[src/rtl/instruction_dec_pkg.sv]
// rtl/instruction_dec_pkg.sv - field positions, widths and opcode constants for instruction_dec
package instruction_dec_pkg;

   localparam int INSTR_W   = 32;

   localparam int OPC_W     = 4;
   localparam int REG_W     = 5;
   localparam int IMM_W     = 16;
   localparam int FUNC_W    = 4;

   localparam int OPC_LSB   = 28;
   localparam int REG1_LSB  = 23;
   localparam int REG2_LSB  = 18;
   localparam int IMM_LSB   = 0;
   localparam int FUNC_LSB  = 0;

   localparam logic [OPC_W-1:0] OPCODE_MAX_DEFAULT = 4'd6;

   typedef enum logic [OPC_W-1:0] {
      OP_0 = 4'd0,
      OP_1 = 4'd1,
      OP_2 = 4'd2,
      OP_3 = 4'd3,
      OP_4 = 4'd4,
      OP_5 = 4'd5,
      OP_6 = 4'd6
   } opcode_e;

   // True when an opcode lies beyond the legal range.
   function automatic logic opcode_is_illegal(input logic [OPC_W-1:0] op,
                                              input logic [OPC_W-1:0] op_max);
      return op > op_max;
   endfunction

endpackage

[src/rtl/instr_field_split.sv]
// rtl/instr_field_split.sv - combinational slicing of an instruction word into its fields
module instr_field_split
   import instruction_dec_pkg::*;
(
   input  logic [INSTR_W-1:0] instr,
   output logic [OPC_W-1:0]   opcode,
   output logic [REG_W-1:0]   reg1,
   output logic [REG_W-1:0]   reg2,
   output logic [IMM_W-1:0]   imm,
   output logic [FUNC_W-1:0]  funcode
);

   // Bits 17:16 carry no field; gathered here so they are visibly accounted for.
   logic unused_bits;
   assign unused_bits = ^instr[REG2_LSB-1:IMM_LSB+IMM_W];

   // imm and funcode overlap on purpose; the consumer picks one by opcode class.
   assign opcode  = instr[OPC_LSB  +: OPC_W];
   assign reg1    = instr[REG1_LSB +: REG_W];
   assign reg2    = instr[REG2_LSB +: REG_W];
   assign imm     = instr[IMM_LSB  +: IMM_W];
   assign funcode = instr[FUNC_LSB +: FUNC_W];

endmodule

[src/rtl/instruction_dec.sv]
// rtl/instruction_dec.sv - registered instruction field decoder; INSTRUCTION_DEC_ILLEGAL_CHECK_EN adds the illegal flag
module instruction_dec
   import instruction_dec_pkg::*;
#(
   parameter logic [OPC_W-1:0] OPCODE_MAX = OPCODE_MAX_DEFAULT
)(
   input  logic               clk,
   input  logic               rst,
   input  logic               in_valid,
   input  logic [INSTR_W-1:0] instr,
   output logic               out_valid,
   output logic [OPC_W-1:0]   opcode,
   output logic [REG_W-1:0]   reg1,
   output logic [REG_W-1:0]   reg2,
   output logic [IMM_W-1:0]   imm,
   output logic [FUNC_W-1:0]  funcode
`ifdef INSTRUCTION_DEC_ILLEGAL_CHECK_EN
   ,
   output logic               illegal
`endif
);

   logic [OPC_W-1:0]  f_opcode;
   logic [REG_W-1:0]  f_reg1;
   logic [REG_W-1:0]  f_reg2;
   logic [IMM_W-1:0]  f_imm;
   logic [FUNC_W-1:0] f_funcode;

   instr_field_split u_split (
      .instr   (instr),
      .opcode  (f_opcode),
      .reg1    (f_reg1),
      .reg2    (f_reg2),
      .imm     (f_imm),
      .funcode (f_funcode)
   );

   // Valid tracks in_valid every cycle; fields load only on a capture so idle X never reaches them.
   always_ff @(posedge clk or posedge rst) begin
      if (rst) begin
         out_valid <= 1'b0;
         opcode    <= '0;
         reg1      <= '0;
         reg2      <= '0;
         imm       <= '0;
         funcode   <= '0;
      end else begin
         out_valid <= in_valid;
         if (in_valid) begin
            opcode  <= f_opcode;
            reg1    <= f_reg1;
            reg2    <= f_reg2;
            imm     <= f_imm;
            funcode <= f_funcode;
         end
      end
   end

`ifdef INSTRUCTION_DEC_ILLEGAL_CHECK_EN
   // Illegal flag is captured alongside the fields and held between captures.
   always_ff @(posedge clk or posedge rst) begin
      if (rst) begin
         illegal <= 1'b0;
      end else if (in_valid) begin
         illegal <= opcode_is_illegal(f_opcode, OPCODE_MAX);
      end
   end
`endif

endmodule

[config.mk]
export PLATFORM = sky130hd
export DESIGN_NAME = instruction_dec
export DESIGN_NICKNAME = d
export VERILOG_FILES = /design/src/rtl/instruction_dec_pkg.sv /design/src/rtl/instr_field_split.sv /design/src/rtl/instruction_dec.sv
export SDC_FILE = /design/constraint.sdc
export NUM_CORES = 1
export LEC_CHECK = 0
export CORE_UTILIZATION = 35
export CTS_BUF_LIST = sky130_fd_sc_hd__clkbuf_2
export CTS_CLUSTER_DIAMETER = 80
export DETAILED_ROUTE_END_ITERATION = 16
export GPL_ROUTABILITY_DRIVEN = 0
export GPL_TIMING_DRIVEN = 0
export PLACE_DENSITY = 0.74
export SLEW_MARGIN = 20
export SYNTH_ARGS = -nofsm -noshare
export SYNTH_HDL_FRONTEND = slang
export SYNTH_SLANG_ARGS = --single-unit
[constraint.sdc]
create_clock -name clk -period 1.15 [get_ports clk]
set_clock_uncertainty 0.05 [all_clocks]
set_input_delay 0.23 -clock clk [delete_from_list [all_inputs] [get_ports clk]]
set_output_delay 0.23 -clock clk [all_outputs]
set_load 0.02 [all_outputs]
==> reports/results.ini <==
[run_status]
run_status = finished, violations left
failed_checks = negative setup slack

[floorplanning]
floorplan.die.width_um = 62.8
ioPinCount = 70
fp-row-count = 21
die_area_um2 = 3940
design.core.area_um2 = 3440
die_height_um = 62.8
initial_utilization_pct = 37.6

[detailed_routing]
routedWlPerCell_um = 14.6
first_drt_iteration_drcs = 21
routed_vias = 932
vias_per_cell = 4.36
post-route-drc-count = 0
postRouteWirelength_mm = 3.12
first_drt_pass_iteration_count = 4
ant_nets = 0

[grt]
globalRoute.totalOverflow = 0
grt_start_max_net_pins = 32
first_global_vias = 963
track_usage_pct = 16.8
grt_antenna_before_repair = 0
grt_first_pass_wirelength_mm = 4.87

[sta]
timing.final.hold_violations = 0
tns_ns = -2.74
final-max-slew-violation-count = 0
finalSetupViolations = 35
max_slew.worst_pin.slew_ns = 0.634
timing.final.crit_period_ns = 1.35
worst_slack_ns = -0.203
max_freq_mhz = 739
grt_setup_unrepaired = true
hold-worst-slack_ns = 0.191
min_period_over_period_pct = 118
tightest_slew_margin_relative_to_the_limit_pct = 57.7

[clock_network]
cts-buffers-inserted = 5
cts_tree = yes
clk_transition_reported_paths_ns = 0.17
clk-insertion-delay-late_ns = 0.36
clk_root_buffer_cell = sky130_fd_sc_hd__clkbuf_2
cts_max_level = 2
cts.path.max_buffers = 2
clock_sinks = 31

[setup_path]
path_class = register to output port
critPathMaxFanout = 3
rr_worst_depth = 3
worst_path_max_delay_cell = sky130_fd_sc_hd__dfrtp_1
crit_path_max_incr_delay_ns = 0.45
worst_setup_path_start_kind = register
worst_r2r_startpoint = imm[1]
regToRegSetupSlack_ns = 0.02
timing.critical_path.to_type = output port
crit_path_frequent_cell = sky130_fd_sc_hd__buf_6
cp_cell_sequence = buf_6 > buf_6
worst_ep_required_time_ns = 0.87
worst_ep_arrival_time_ns = 1.07
critical_path.reg2reg.endpoint = imm[1]

[power]
power_density_nw_per_um2 = 1280
power.ir.vdd_worst_v = 0.000657
cellLeakagePower_uw = 0.00114
fin_total_pwr_uw = 2960

[logic_synthesis]
compound_gate_portion_of_the_synthesized_area_pct = 0
net_count_synth = 104
synth-edff-count = 0
yosys.area.top_type = sky130_fd_sc_hd__dfrtp_1
synth-warning-count = 0
synth.cell_area_um2 = 1290
synthSimpleGateAreaFrac_pct = 0
synth_area_leaders = sky130_fd_sc_hd__dfrtp_1 60%, sky130_fd_sc_hd__mux2_4 35%, sky130_fd_sc_hd__buf_6 2.6%, sky130_fd_sc_hd__buf_4 2.3%, sky130_fd_sc_hd__inv_1 0.29%
area_share_of_fa_ha_maj_cells_after_synthesis_pct = 0
async_flop_share_pct = 100
yosysTopAreaCellShare_pct = 60.0
synth_cells = 69
synth-main-ff-cell = sky130_fd_sc_hd__dfrtp_1
synthXorXnorAreaFrac_pct = 0
synth-seq-cells = 31
mapped_avg_cell_area_um2 = 18.7
synth_top_family_by_area = multiplexers
post-synth-top-count-cell = sky130_fd_sc_hd__dfrtp_1
synthMuxAreaShare_pct = 34.8
synth_common_cells = 31 x sky130_fd_sc_hd__dfrtp_1, 30 x sky130_fd_sc_hd__mux2_4, 4 x sky130_fd_sc_hd__buf_4, 3 x sky130_fd_sc_hd__buf_6, 1 x sky130_fd_sc_hd__inv_1
synth_sequential_area_ratio_pct = 60.0
post_synth_num_cell_types = 5

[finish]
layout-drive-gt1-share_pct = 61.9
fin_cells = 214
antennaDiodeCount = 0
fillCellCount = 229
final_nets = 202
layout-area-overhead-vs-synth_pct = 78.7

[placement]
dp.cells = 182
hpwlAfterDp_mm = 1.93
port-buffer-count = 67

[hold_path]
worstHoldPathType = input port to asynchronous set/reset pin

[flow_run]
drv.max_cap_violation_count = 0

[placed cells by master, fill, tap and decap left out]
cell                              synthesis  layout
sky130_fd_sc_hd__buf_6                    3      40
sky130_fd_sc_hd__clkdlybuf4s50_1          0      32
sky130_fd_sc_hd__dfrtp_1                 31      31
sky130_fd_sc_hd__mux2_4                  30      30
sky130_fd_sc_hd__buf_4                    4      24
sky130_fd_sc_hd__clkbuf_2                 0       5
sky130_fd_sc_hd__buf_2                    0       2
sky130_fd_sc_hd__inv_2                    0       1
sky130_fd_sc_hd__clkinv_1                 0       1
sky130_fd_sc_hd__bufinv_16                0       1
sky130_fd_sc_hd__clkinv_2                 0       1
[where the power goes]
| group | switching (uW) | internal [uW] | leakage, uW | total, uW |
|---|---|---|---|---|
| Clock | 381 | 358 | 0.0000404 | 739 |
| Combinational | 338 | 598 | 0.000741 | 936 |
| Sequential | 85.6 | 1200 | 0.000362 | 1280 |
[registers in the layout, indices dropped and copies added (netlist names)]
signal / flops
reg2: 5
out_valid: 1
imm: 16
opcode: 4
reg1: 5
[worst max path at each step]
stage	startpoint	end	slack, ns	cells after the start
3_5_place_dp	in_valid	reg1[2]	-0.34	3
4_1_cts	imm[1]	imm[1]	-0.20	2
2_1_floorplan	rst	imm[0]	0.21	1
3_3_place_gp	rst	reg2[1]	-0.50	2
5_1_grt	imm[1]	imm[1]	-0.27	2
6_report	imm[1]	imm[1]	-0.20	2
[metrics by stage]
stage	worst slack [ns]	utilization [%]	area (um^2)
2_1_floorplan	0.208	-	1290
3_3_place_gp	-0.505	58.7	2020
3_5_place_dp	-0.342	58.7	2020
4_1_cts	-0.196	65.0	2240
5_1_grt	-0.266	67.2	2310
6_report	-0.203	67.2	2310
[layer usage]
layer / part of all wire [%] / global-route usage [%] / up-vias
met5: 0 / 0 / -
met4: 1.8 / 6.98 / 0
met3: 6.0 / 6.20 / 5
met2: 53 / 29.1 / 45
met1: 39 / 18.5 / 454
li1: - / - / 428
[critical path, delay by kind of cell, from the launching register on]
kind | cells | cell delay [ns]
flops | 1 | 0.45
buf+inv | 2 | 0.25
[cell families after synthesis]
family                 after synthesis
buffers and inverters                8
flip-flops                          31
multiplexers                        30
[what timing repair did]
action                                  CTS  global route
pin swaps                                 0             0
hold buffers                              0             0
setup buffers                            14            10
resized for setup                       210             0
endpoints found under the setup margin   35            35
[area by class of cell]
| type | count | area [um^2] | share of cell area, % |
|---|---|---|---|
| clock inverters | 3 | 38.8 | 1.68 |
| plain buffers | 7 | 78.8 | 3.41 |
| clock buffers | 5 | 25.0 | 1.08 |
| inverters | 1 | 3.75 | 0.162 |
| flip-flops and latches | 31 | 776 | 33.5 |
| multi-input cells | 30 | 450 | 19.5 |
| repair buffers | 91 | 882 | 38.1 |
| well taps | 46 | 57.6 | 2.49 |
(Power assumes the default switching activity.)
